**config.mk**
```make
export PLATFORM = sky130hd
export DESIGN_NAME = mem_port2_arbiter
export DESIGN_NICKNAME = d
export VERILOG_FILES = /design/src/rtl/mem_port2_arbiter.sv
export SDC_FILE = /design/constraint.sdc
export NUM_CORES = 1
export LEC_CHECK = 0
export CORE_UTILIZATION = 30
export CTS_CLUSTER_SIZE = 16
export DETAILED_ROUTE_END_ITERATION = 7
export PLACE_DENSITY = 0.87
export REMOVE_ABC_BUFFERS = 1
export SLEW_MARGIN = 5
export SYNTH_ARGS = -nofsm -noshare
export SYNTH_HDL_FRONTEND = slang
export SYNTH_SLANG_ARGS = --single-unit
```
**constraint.sdc**
```tcl
create_clock -name CLK -period 2.4 [get_ports CLK]
set_input_delay 0.72 -clock CLK [delete_from_list [all_inputs] [get_ports CLK]]
set_output_delay 0.72 -clock CLK [all_outputs]
set_load 0.01 [all_outputs]
```
**src/rtl/mem_port2_arbiter.sv**
```systemverilog
// Memory port 2 arbiter: CPU vs. serial programmer. The programmer has fixed priority and can
// lock the bus across bursts. The CPU is reset after any session that wrote memory.
module mem_port2_arbiter #(
  parameter int ADDR_W       = 32,
  parameter int DATA_W       = 32,
  parameter int HANDOVER_CYC = 1,
  parameter int LOCK_TIMEOUT = 65535,
  parameter int RST_PULSE    = 2
) (
  input  logic              CLK,
  input  logic              RST,
  input  logic              cpu_req,
  input  logic              cpu_we,
  input  logic [ADDR_W-1:0] cpu_addr,
  input  logic [DATA_W-1:0] cpu_din,
  input  logic [1:0]        cpu_size,
  input  logic              cpu_sign,
  output logic              cpu_stall,
  output logic              cpu_rst,
  input  logic              prg_req,
  input  logic              prg_lock,
  input  logic              prg_we,
  input  logic [ADDR_W-1:0] prg_addr,
  input  logic [DATA_W-1:0] prg_din,
  input  logic [1:0]        prg_size,
  input  logic              prg_sign,
  output logic              prg_gnt,
  output logic              mem_read2,
  output logic              mem_write,
  output logic [ADDR_W-1:0] mem_addr2,
  output logic [DATA_W-1:0] mem_din2,
  output logic [1:0]        mem_size,
  output logic              mem_sign,
  output logic              owner,
  output logic              timeout
);

  localparam int HC_W = (HANDOVER_CYC > 1) ? $clog2(HANDOVER_CYC + 1) : 1;
  localparam int WD_W = (LOCK_TIMEOUT > 1) ? $clog2(LOCK_TIMEOUT + 1) : 1;
  localparam int RP_W = (RST_PULSE > 1)    ? $clog2(RST_PULSE + 1)    : 1;
  localparam logic [HC_W:0] HC_LIM = (HC_W + 1)'(HANDOVER_CYC);
  localparam logic [WD_W:0] WD_LIM = (WD_W + 1)'(LOCK_TIMEOUT);
  localparam logic [RP_W:0] RP_LIM = (RP_W + 1)'(RST_PULSE);

  typedef enum logic [1:0] {CPU_OWN, HANDOVER, PRG_OWN, RELEASE} state_e;

  state_e          state_q, state_d;
  logic [HC_W-1:0] hcnt_q, hcnt_d;
  logic [WD_W-1:0] wd_q, wd_d;
  logic [RP_W-1:0] rcnt_q, rcnt_d;
  logic            dirty_q, dirty_d;
  logic            timeout_q, timeout_d;

  logic [HC_W:0] hinc;
  logic [WD_W:0] winc;
  logic [RP_W:0] rinc;

  assign hinc = {1'b0, hcnt_q} + (HC_W + 1)'(1);
  assign winc = {1'b0, wd_q}   + (WD_W + 1)'(1);
  assign rinc = {1'b0, rcnt_q} + (RP_W + 1)'(1);

  always_comb begin
    state_d   = state_q;
    hcnt_d    = hcnt_q;
    wd_d      = wd_q;
    rcnt_d    = rcnt_q;
    dirty_d   = dirty_q;
    timeout_d = timeout_q;
    case (state_q)
      CPU_OWN: begin
        hcnt_d = '0;
        if (prg_req) state_d = HANDOVER;
      end
      HANDOVER: begin
        if (!prg_req) begin
          state_d = CPU_OWN;
          hcnt_d  = '0;
        end else if (hinc >= HC_LIM) begin
          state_d   = PRG_OWN;
          hcnt_d    = '0;
          wd_d      = '0;
          timeout_d = 1'b0;
        end else begin
          hcnt_d = hinc[HC_W-1:0];
        end
      end
      PRG_OWN: begin
        if (prg_req && prg_we) dirty_d = 1'b1;
        if (prg_req) begin
          wd_d = '0;
        end else if (!prg_lock) begin
          state_d = dirty_q ? RELEASE : CPU_OWN;
          wd_d    = '0;
        end else if (LOCK_TIMEOUT != 0 && winc == WD_LIM) begin
          // Locked but idle for too long: assume the programmer died mid-session.
          state_d   = dirty_q ? RELEASE : CPU_OWN;
          wd_d      = '0;
          timeout_d = 1'b1;
        end else if (wd_q != '1) begin
          wd_d = winc[WD_W-1:0];
        end
      end
      RELEASE: begin
        if (rinc >= RP_LIM) begin
          state_d = CPU_OWN;
          rcnt_d  = '0;
          dirty_d = 1'b0;
        end else begin
          rcnt_d = rinc[RP_W-1:0];
        end
      end
      default: state_d = CPU_OWN;
    endcase
  end

  always_ff @(posedge CLK or posedge RST) begin
    if (RST) begin
      state_q   <= CPU_OWN;
      hcnt_q    <= '0;
      wd_q      <= '0;
      rcnt_q    <= '0;
      dirty_q   <= 1'b0;
      timeout_q <= 1'b0;
    end else begin
      state_q   <= state_d;
      hcnt_q    <= hcnt_d;
      wd_q      <= wd_d;
      rcnt_q    <= rcnt_d;
      dirty_q   <= dirty_d;
      timeout_q <= timeout_d;
    end
  end

  // Data path follows the CPU except while the programmer owns the port.
  always_comb begin
    mem_addr2 = cpu_addr;
    mem_din2  = cpu_din;
    mem_size  = cpu_size;
    mem_sign  = cpu_sign;
    mem_write = 1'b0;
    mem_read2 = 1'b0;
    cpu_stall = 1'b0;
    cpu_rst   = 1'b0;
    prg_gnt   = 1'b0;
    case (state_q)
      CPU_OWN: begin
        mem_write = cpu_req & cpu_we;
        mem_read2 = cpu_req & ~cpu_we;
      end
      HANDOVER: cpu_stall = cpu_req;
      PRG_OWN: begin
        prg_gnt   = 1'b1;
        cpu_stall = cpu_req;
        mem_addr2 = prg_addr;
        mem_din2  = prg_din;
        mem_size  = prg_size;
        mem_sign  = prg_sign;
        mem_write = prg_req & prg_we;
        mem_read2 = prg_req & ~prg_we;
      end
      RELEASE: begin
        cpu_rst   = 1'b1;
        cpu_stall = 1'b1;
      end
      default: ;
    endcase
  end

  assign owner   = (state_q == PRG_OWN);
  assign timeout = timeout_q;

endmodule

```
==> results.md, run 1 <==
- The flow ran to the end, but the final reports show violations.
- The final reports fail on setup timing.
- The detailed-route wire length is 14,700 um.
- The routability congestion estimate from global placement is 0.942.
- On the final layout, the worst hold slack is between 0.5 and 0.6 ns.
- The detailed-placement wirelength estimate is around 11,000 um.
- The buffer levels on the longest clock path is 2.
- After layout, the worst setup slack is -0.112 ns.
- The clock insertion delay at the later pin of the skew report is about 0.27 ns.
- The overall power is 2.85 mW.
- The total of flip-flops plus latches after synthesis is 22.
- The initial antenna violation count came to 4.
- The number of max-slew violations in the final report is 0.
- The portion of synthesized area spent on multiplexers is 29.6%.
- After global routing the overflow that remains totals 0.
- Of the cells placed in the final design, the portion with a size suffix greater than 1 is 42.6%.
- The area of the die is 9240 sq um.
- The die is 96.1 um tall.
- Data arrives at the worst endpoint at 1.79 ns.
- The final route contains ~3,800 vias.
- The clock-pin slew of the registers on the worst-case setup and hold paths is 0.09 ns.
- In this run the worst hold path is classified as flop to flop.
- The initial core utilization is between 30% and 40%.
- Counting the buffers created by CTS gives 3.
- The primary flip-flop cell chosen by synthesis mapping is dfrtp_1.
- The clock tree from TritonCTS is built.
- The startpoint of the lowest-slack register-to-register path is wd_q[0].
- The number of synthesis warnings is 0.
- The distinct cell type count of the synthesized netlist is 58.
- The tree is rooted in a clkbuf_8.
- The number of remaining DRC errors is 0.
- After detailed routing, the average wire length per cell comes to 21.9 um.
- The global-route wire length before repair is 20,800 um.
- For this run, the slowest stage of the critical path takes 0.41 ns.
- The mapped netlist covers between 2000 and 3000 sq um.
- The kind of capture point of the worst setup path is a primary output.
- The critical path goes through inv_2, ha_4, buf_12, buf_4, buf_16, mux2_2, buf_2.
- The number of enable flip-flop cells after synthesis is 0.
- Summing the areas of all compound-gate instances in the mapped netlist gives between 10% and 20% of the synthesized area.
- mux2_2 takes more of the synthesized area than any other cell.
- After synthesis, the most frequently instantiated cells are mux2_2, nand2_1, dfrtp_1.
- The most repeated cell in the gate-level netlist after synthesis is mux2_2.
- The largest family of logic cells by synthesized area is multiplexers.
- Across all register-to-register paths, the minimum setup slack is ~0.10 ns.
- The via count of the first global-routing pass was 3,686.
- The floorplan step set the die width to about 96 um.
- The number of buffers added on ports is approximately 210.
- Including well taps, the total number of placed cells is 642.
- 215 I/O pins were placed.
- The timing-limited maximum frequency is 0.398 GHz.
- The share of the synthesized area in the top cell type is 28.4%.
- Across the run, the number of max-cap violations was 0.
- The hold violation count in the final report was 0.
- The average instance area after synthesis is 9.04 sq um.
- After Yosys synthesis, XOR and XNOR cells account for 0.659% of the synthesized area.
- The endpoint required time on the critical path is approximately 1.7 ns.
- The family with the most delay on the worst path is buffers and inverters.
- Measured in cells, the most critical reg-to-reg path has a length of 8.
- The power per cell area is 498 nW/um^2.
- The count of buffering cells on the critical path with inverters included is 5.
- The worst slack after detailed placement is -0.342 ns.
- The fraction of registers with async set/reset is 100%.
- The vias per cell is 5.60.
- The slowest stage cell on the critical path is dfrtp_1.
- The initialized floorplan defines 33 standard-cell rows.
- The relative area change from synthesis to final layout is 115%.
- The remaining antenna violation count is 0.
- The post-route minimum period is 2.51 ns.
- The portion of the post-synthesis area used by sequential elements is about a fifth.
- Ranked by total cell area, the synthesized netlist is headed by mux2_2, dfrtp_1, ha_1.
- In this run the number of H-tree levels came out at 1.
- Setup violations remaining at the end of the flow were counted as 42.
- For this run, the post-layout net count is between 700 and 800.
- The synthesized netlist devotes between 20% and 30% of its cell area to simple gates.
- The analysis attributes to cell leakage a power of 2.46 nW.
- Setup total negative slack on the finished layout was measured at -2.49 ns.
- Along the worst path, the maximum fanout reaches 7.
- The number of stages on the worst hold path is 2.
- The worst hold path begins at rcnt_q[0].
- The clock arrives with 0.00319 ns of skew.
- In the global route stage, overall resource usage came out at 30.4%.
- The worst setup path category is flop to primary output.
- Counting every instance in the synthesized netlist gives 294.
- The non-filler instance count after layout is a little under 700.
- The detailed router finished its first iteration with 327 violations.
- The worst setup path is launched from a flop.
- The measured slew at the worst slew-check pin is ~0.46 ns.
- The worst hold path terminates at rcnt_q[0].
- IR analysis of the VDD net gives a maximum drop of 0.287 mV.
- Summing the areas of all fa, ha and maj instances in the mapped netlist gives ~3.8% of the synthesized area.
- The detailed-router iteration count before antenna repair is 5.
- In this run the tightest slew margin relative to its limit is roughly 70%.
- The final cycle utilization of the critical path is 105%.
- Clock tree synthesis found a total of 22 sinks.
- Setup repair after global routing could not meet its margin everywhere.
- Entering global routing, the biggest net connects 23 pins.
- The endpoint of the worst register-to-register path is wd_q[12].
- The total area inside the core boundary comes to ~8400 sq um.
==> tightest hold or removal path, cell delays in order, from the launching register on <==
cell,delay [ns]
dfrtp_1,0.33
inv_1,0.07
o21ai_0,0.13
==> worst max path at each step <==
stage	end	start	cells after the start
floorplan	wd_q[14]	state_q[0]	6
global placement	mem_din2[2]	prg_din[2]	3
detailed placement	mem_read2	cpu_req	4
CTS	mem_sign	state_q[0]	8
global route	mem_din2[25]	state_q[0]	6
finish	mem_addr2[12]	state_q[0]	7
==> logic make-up (layout without fill, tap and decap cells) <==
| family | count (synthesis) | count (layout) |
|---|---|---|
| simple gates | 90 | 90 |
| compound gates | 70 | 70 |
| mux | 70 | 70 |
| buf+inv | 32 | 304 |
| flops | 22 | 22 |
| fa+ha+maj | 8 | 8 |
| xor+xnor | 2 | 2 |
| other cells | 0 | 2 |
==> per-layer routing <==
metal,track usage (%),wire (um),part of all wire [%]
met5,0,22,0.15
met4,8.33,363,2.5
met3,9.72,1430,9.7
met2,52.7,7450,51
met1,35.8,5450,37
==> power breakdown <==
part / switching (mW) / internal, mW / total [mW] / leakage [nW]
combinational: 0.888 / 1.24 / 2.13 / 2.14
clock: 0.137 / 0.147 / 0.284 / 0.0288
sequential: 0.0285 / 0.409 / 0.438 / 0.298
==> flip-flops by register name (all words and copies together), names as in the netlist <==
| register | count |
|---|---|
| timeout | 1 |
| dirty_q | 1 |
| state_q | 2 |
| rcnt_q | 2 |
| wd_q | 16 |
==> metrics by stage <==
step                utilization [%]  cell area [sq um]
finish                         68.3               5720
global route                   68.2               5720
CTS                            66.0               5530
detailed placement             62.3               5220
global placement               62.3               5220
floorplan                         -               2520
==> placed cells by master, fill, tap and decap left out, drive strengths merged, types with 5 or more instances in the layout <==
master,count
and3,6
clkbuf,5
nand3,13
ha,8
clkdlybuf4s50,139
dfrtp,22
o31ai,8
nor2,9
a41oi,6
buf,143
o21ai,12
o2bb2ai,5
nand2,23
a21oi,11
o22ai,5
mux2,68
nand4,11
nand2b,5
inv,9
==> cell type report <==
class / count / area (sq um)
inverter: 9 / 33.8
antenna: 2 / 5.00
timing repair buffer: 291 / 2810
tap: 105 / 131
multi-input combinational: 240 / 2140
clock buffer: 4 / 55.1
fill: 595 / 2660
sequential: 22 / 552
==> what timing repair did <==
item,in CTS,in global routing
hold endpoints to repair,0,0
gates resized for setup,346,50
hold buffers,0,0
endpoints found under the setup margin,72,74
cloned,5,0
pin swaps,1,3
buffers inserted,12,13
Note: power is estimated with default switching activity, not from simulation.
==> run 2, diff against run 1 <==
Settings changed: CORE_UTILIZATION 30 to 31, CTS_BUF_LIST from default to sky130_fd_sc_hd__clkbuf_4, PLACE_DENSITY 0.87 to 0.89.
==> results.md, run 2 (synthesis gave the netlist of run 1 again) <==
- The wire length per cell came to 24.2 um (+11%).
- The deepest level of the CTS H-tree was 1 (unchanged).
- The fill cell total of the finished layout came to 570 (-4.2%).
- The max-capacitance violation count is 0 (unchanged).
- The CTS buffer count is 3 (unchanged).
- The area of the die is 8950 sq um (-3.2%).
- The worst setup path is launched from a flop.
- Walking the worst path, the cells encountered are inv_2, ha_4, buf_6, buf_16, nand2_1, o22ai_1, clkdlybuf4s15_2.
- The final reports fail on setup timing.
- The detailed-placement wirelength estimate came to 10,900 um (-2.2%).
- The power per cell area came to 515 nW/um^2 (+3.5%).
- The number of remaining DRC errors is 0 (unchanged).
- The post-route minimum period is 2.66 ns (+0.151 ns).
- The sink count of the clock tree was 22 (unchanged).
- The library cells used most frequently in the layout, excluding fill and tap cells, are clkdlybuf4s50_1, buf_6, mux2_4.
- The clock-pin slew of the registers on the worst-case setup and hold paths is 0.14 ns (+0.05 ns).
- The detailed-route wire length was 15,600 um (+6.2%).
- The count of buffering cells on the critical path with inverters included was 4 (-1).
- The area occupied by multi-input gates is 2150 sq um (+0.70%).
- The leakage power of the design is 2.36 nW (-4.1%).
- The class of the tightest hold or removal check is flop to flop.
- The detailed-router iteration count before antenna repair is 6 (+1).
- The vias per cell is 5.96 (+6.4%).
- The amount of wire on met3 after detailed routing was 1810 um (+26%).
- The floorplan row count is 33 (unchanged).
- The overall power was 2.87 mW (+0.74%).
- The endpoint required time on the critical path is 1.68 ns (about the same).
- The starting DRC count in detailed routing is 346 (+5.8%).
- The relative area change from synthesis to final layout is 110%.
- The number of cells traversed by the worst register-to-register path is 7 (-1).
- The family with the most delay on the worst path is buffers and inverters.
- The routability congestion estimate from global placement is 1.00 (+6.6%).
- The worst slew margin relative to its limit is 67.3% (-2.3 points).
- The I/O pin total is 215 (unchanged).
- The pin count of the biggest net entering global routing is 23 (unchanged).
- The hold violation count in the final report is 0 (unchanged).
- CTS placed an instance of clkbuf_4 at the clock tree root.
- The slack of the critical path came to -0.263 ns (-0.151 ns).
- The routed via count is 3,843 (+2.0%).
- The maximum fanout encountered on the critical timing path was 10 (+3).
- The register with the most flip-flops in the final layout is wd_q.
- The measured slew at the worst slew-check pin was 0.490 ns (+0.0346 ns).
- The hold-fix buffer count after cts came to 0 (unchanged).
- The wire length on met1 is 5450 um (unchanged).
- The final core area utilization is 67.5% (-0.79 points).
- The number of buffers added on ports was 214 (unchanged).
- The worst setup path category is flop to primary output.
- The global-route wire length before repair is 20,700 um (-0.50%).
- The total overflow reported by the global router was 0 (unchanged).
- The stage delay of the slowest cell on the critical path is 0.43 ns (+0.02 ns).
- The final cycle utilization of the critical path is 111% (+6.3 points).
- The number of stages on the worst hold path came to 1 (-1).
- The initial core utilization was 32.2% (+0.48 points).
- The worst slack on hold paths was 0.602 ns (+0.0391 ns).
- The number of max-slew violations in the final report is 0 (unchanged).
- The clock tree from TritonCTS is built.
- The largest registers in the layout are wd_q x16, rcnt_q x2, state_q x2.
- The arrival time at the worst endpoint came to 1.94 ns (+0.15 ns).
- The met2 wire length is 7650 um (+2.7%).
- The core area was 8260 sq um (-1.5%).
- The peak supply drop was 0.349 mV (+22%).
- The timing-limited maximum frequency is 0.376 GHz (-5.7%).
- The clock insertion delay at the later pin of the skew report came to 0.34 ns (+0.07 ns).
- The width of the die is 94.6 um (-1.6%).
- The worst-case clock skew is 0.0127 ns (+0.00947 ns).
- The remaining antenna violation count was 0 (unchanged).
- Setup repair after global routing could not meet its margin everywhere.
- After detailed routing, no signal wire sits above met5.
- The most common cell after layout, fill and taps aside is clkdlybuf4s50_1.
- The total number of nets in the final design is 690 (-3.6%).
- The number of antenna cells inserted is 0 (-2).
- The final setup violation count is 68 (+62%).
- The via count of the first global-routing pass is 3,674 (-0.33%).
- STA classifies the critical path endpoint as a primary output.
- The register area is 554 sq um (+0.45%).
- The slowest stage cell on the critical path is dfrtp_1.
- The global-route usage over all layers is 31.2% (+0.74 points).
- The run finished, with violations left.
- The buffer levels on the longest clock path is 2 (unchanged).
- The initial antenna violation count is 2 (-2).
- The number of gates on the worst path with buffers counted is 7 (unchanged).
- The vertical die dimension is 94.6 um (-1.6%).
- The share of post-route cells with drive strength above 1 was 40.2% (-2.4 points).
- The flip-flop count of the largest register after layout is 16 (unchanged).
-- run 2: path summary, 6_finish.rpt --
check / endpoint / from / slack (ns)
max in group asynchronous: wd_q[4] / RST / 1.44
worst min register to register: wd_q[12] / wd_q[12] / 0.60
worst max register to register: state_q[1] / wd_q[0] / 0.12
min in group asynchronous: wd_q[3] / RST / 0.69
worst min-delay path: wd_q[12] / wd_q[12] / 0.60
worst max-delay path: mem_read2 / state_q[0] / -0.26
-- run 2: stage by stage --
step / std cells / cell area (sq um) / setup WS [ns] / setup TNS, ns
floorplan: 271 / 2520 / -2.40 / -112.09
global placement: 627 / 5100 / -0.296 / -15.87
detailed placement: 627 / 5100 / -0.308 / -17.01
CTS: 644 / 5340 / -0.121 / -2.75
global route: 645 / 5570 / -0.302 / -9.16
finish: 645 / 5570 / -0.263 / -7.18
-- run 2: layout make-up --
class / count / share of cell area (%)
timing repair buffer: 265 / 47.5
multi-input combinational: 240 / 38.7
sequential: 22 / 9.95
clock buffer: 3 / 0.404
clock inverter: 1 / 0.539
tap: 105 / 2.36
inverter: 9 / 0.606
-- run 2: metal layers --
layer,vias to the layer above,GRT usage [%]
met5,-,0
li1,1633,-
met2,316,54.0
met1,1808,37.7
met4,4,6.69
met3,82,9.74
-- run 2: where the power goes --
group	leakage (nW)	switching (mW)	internal, mW	total (mW)
Clock	0.0279	0.140	0.169	0.309
Combinational	2.04	0.940	1.18	2.12
Sequential	0.295	0.0301	0.409	0.439
Total	2.36	1.11	1.76	2.87
-- run 2: worst reg2reg max path: stages (launching register included) --
cell and delay, ns:
dfrtp_1 0.38, ha_2 0.28, and3_2 0.27, o21ai_0 0.10, a32o_2 0.31, and3_1 0.22
a31oi_2 0.25, mux2_1 0.36
-- run 2: repair_timing --
item / 4_1_cts / 5_1_grt
resized for setup: 345 / 59
pin swaps: 1 / 1
gates cloned: 5 / 1
buffers inserted: 8 / 1
endpoints found under the setup margin: 73 / 74
==> run 3, diff against run 2 <==
Settings changed: CELL_PAD_IN_SITES_DETAIL_PLACEMENT from default to 0, CELL_PAD_IN_SITES_GLOBAL_PLACEMENT from default to 1, CORE_UTILIZATION 31 to 21.
==> results.md, run 3 (synthesis gave the netlist of run 1 again) <==
- The flow ran to the end, but the final reports show violations.
- The checks that failed: setup timing.
- From synthesis to final layout, the design area changed by 120%.
- The final setup violation count is 64 (-5.9%).
- The max-capacitance violation count is 0 (unchanged).
- The via count of the first global-routing pass was 3,551 (-3.3%).
- The vias per cell is 4.77 (-20%).
- The I/O pin total was 215 (unchanged).
- The floorplan row count was 40 (+21%).
- The worst setup path is captured at a primary output.
- The area of the die is 13,100 sq um (+47%).
- The slack of the critical path was -0.130 ns (+0.133 ns).
- The hold-fix buffer count after cts is 0 (unchanged).
- The clock insertion delay at the later pin of the skew report is 0.32 ns (-0.02 ns).
- STA classifies the critical path startpoint as a flop.
- The global-route wire length before repair is 20,000 um (-3.2%).
- The detailed-placement wirelength estimate is 11,000 um (+0.67%).
- The flip-flop count of the largest register after layout is 16 (unchanged).
- The starting DRC count in detailed routing is 98 (-72%).
- The worst-case clock skew is 0.000967 ns (-0.0117 ns).
- The worst slew margin relative to its limit was 77.7% (+10 points).
- The sink count of the clock tree is 22 (unchanged).
- The library cell used most frequently in the layout, excluding fill and tap cells, is clkdlybuf4s50_1.
- The timing-limited maximum frequency came to 0.395 GHz (+5.3%).
- The stage delay of the slowest cell on the critical path is 0.42 ns (about the same).
- The register with the most flip-flops is wd_q.
- The width of the die is 114 um (+21%).
- The deepest level of the CTS H-tree was 1 (unchanged).
- The power per cell area was 468 nW/um^2 (-9.1%).
- The global-route usage over all layers is 20.2% (-11 points).
- The measured slew at the worst slew-check pin is 0.334 ns (-0.156 ns).
- The critical path goes through inv_2, ha_4, buf_12, buf_12, buf_12, mux2_4, buf_6.
- The slowest stage cell on the critical path is dfrtp_1.
- The number of remaining DRC errors is 0 (unchanged).
- In the layout the commonest cells are clkdlybuf4s50_1, buf_6, mux2_4.
- The cell at the root of the clock tree is clkbuf_4.
- The vertical die dimension was 114 um (+21%).
- The routed via count was 3,457 (-10%).
- The maximum fanout encountered on the critical timing path came to 7 (-3).
- The initial antenna violation count is 3 (+1).
- The detailed-route wire length came to 13,700 um (-13%).
- The final core area utilization came to 48.1% (-19 points).
- The final cycle utilization of the critical path came to 105% (-5.5 points).
- The number of buffers added on ports is 214 (unchanged).
- The remaining antenna violation count was 0 (unchanged).
- The number of max-slew violations in the final report is 0 (unchanged).
- The pin count of the biggest net entering global routing is 23 (unchanged).
- The detailed-router iteration count before antenna repair is 4 (-2).
- The setup path with the least slack is of type flop to primary output.
- The peak supply drop is 0.220 mV (-37%).
- The count of buffering cells on the critical path with inverters included came to 5 (+1).
- The cell occurring most often along the worst timing path is buf_12.
- The core area is 12,200 sq um (+47%).
- The clock tree from TritonCTS is built.
- The post-route minimum period was 2.53 ns (-0.133 ns).
- The clock-pin slew of the registers on the worst-case setup and hold paths is 0.14 ns (about the same).
- The total number of nets in the final design is 705 (+2.2%).
- The total overflow reported by the global router was 0 (unchanged).
- The arrival time at the worst endpoint is 1.81 ns (-0.13 ns).
- The initial core utilization was 21.9% (-10 points).
- Setup repair after global routing could not meet its margin everywhere.
- The overall power is 2.74 mW (-4.6%).
- The buffer levels on the longest clock path is 2 (unchanged).
- The share of post-route cells with drive strength above 1 is 42.0% (+1.8 points).
- The CTS buffer count is 3 (unchanged).
- The hold violation count in the final report came to 0 (unchanged).
- The endpoint required time on the critical path is 1.68 ns (about the same).
- The family with the most delay on the worst path is buffers and inverters.
- The leakage power of the design was 2.50 nW (+5.6%).
- The wire length per cell is 18.9 um (-22%).
- The routability congestion estimate from global placement is 0.910 (-9.4%).
- The largest registers in the layout are wd_q x16, rcnt_q x2, state_q x2.
- The worst hold path belongs to the class flop to flop.
- The setup slack of the most critical reg-to-reg path is 0.16 ns (+0.04 ns).
[run 3: cell count changes in the layout (fill, tap and decap cells not counted), moves of 2 or more]
cell	change
buf_8	-2
buf_2	-17
buf_12	+6
o31ai_2	+2
buf_16	-5
o31ai_1	-2
buf_4	+13
mux2_4	+9
mux2_2	-9
buf_6	+21
[run 3: metrics by stage]
step                      worst slack (ns)  instances  instance area [sq um]  hold WS [ns]  TNS, ns
after floorplan                      -2.40        271                   2520         0.480  -112.09
after global placement              -0.391        697                   5250         0.523   -15.80
final                               -0.130        724                   5850         0.557    -4.19
after global routing                -0.190        724                   5850         0.588    -8.59
after detailed placement            -0.367        697                   5250         0.532   -16.57
after CTS                           -0.172        718                   5610         0.563    -6.03
[run 3: layout make-up]
class | count | area (sq um)
Sequential cell | 22 | 553
Clock inverter | 1 | 3.75
Antenna cell | 1 | 2.50
Fill cell | 1113 | 6310
Multi-Input combinational cell | 240 | 2200
Clock buffer | 3 | 22.5
Inverter | 9 | 33.8
Tap cell | 168 | 210
Timing Repair Buffer | 280 | 2820
[run 3: routing by layer]
layer / vias to the layer above / wire (um) / global-route usage [%]
met1: 1647 / 4900 / 21.2
met5: - / 26 / 0
met4: 4 / 315 / 5.02
met2: 132 / 7230 / 38.1
met3: 20 / 1190 / 7.15
li1: 1654 / - / -
[run 3: power breakdown]
part	internal (mW)	leakage, nW	switching [mW]	total, mW
Sequential	0.409	0.296	0.0242	0.433
Combinational	1.27	2.18	0.842	2.12
Clock	0.0609	0.0154	0.130	0.191
[run 3: final timing paths]
kind | startpoint | end | depth (start not counted)
min | timeout | timeout | 2
min in group asynchronous | RST | wd_q[3] | 3
max | state_q[0] | mem_addr2[18] | 7
min reg2reg | timeout | timeout | 2
max reg2reg | state_q[0] | wd_q[3] | 10
max in group asynchronous | RST | wd_q[7] | 3
[run 3: worst min-delay path: cells and delay by family (launching register included)]
kind	cells	cell delay (ns)
flops	1	0.38
compound gates	2	0.15
[run 3: repair_timing]
item,CTS,global route
setup buffers,14,10
endpoints found under the hold margin,0,0
endpoints found under the setup margin,73,80
resized for setup,354,73
pin swaps,1,5
cloned,3,0
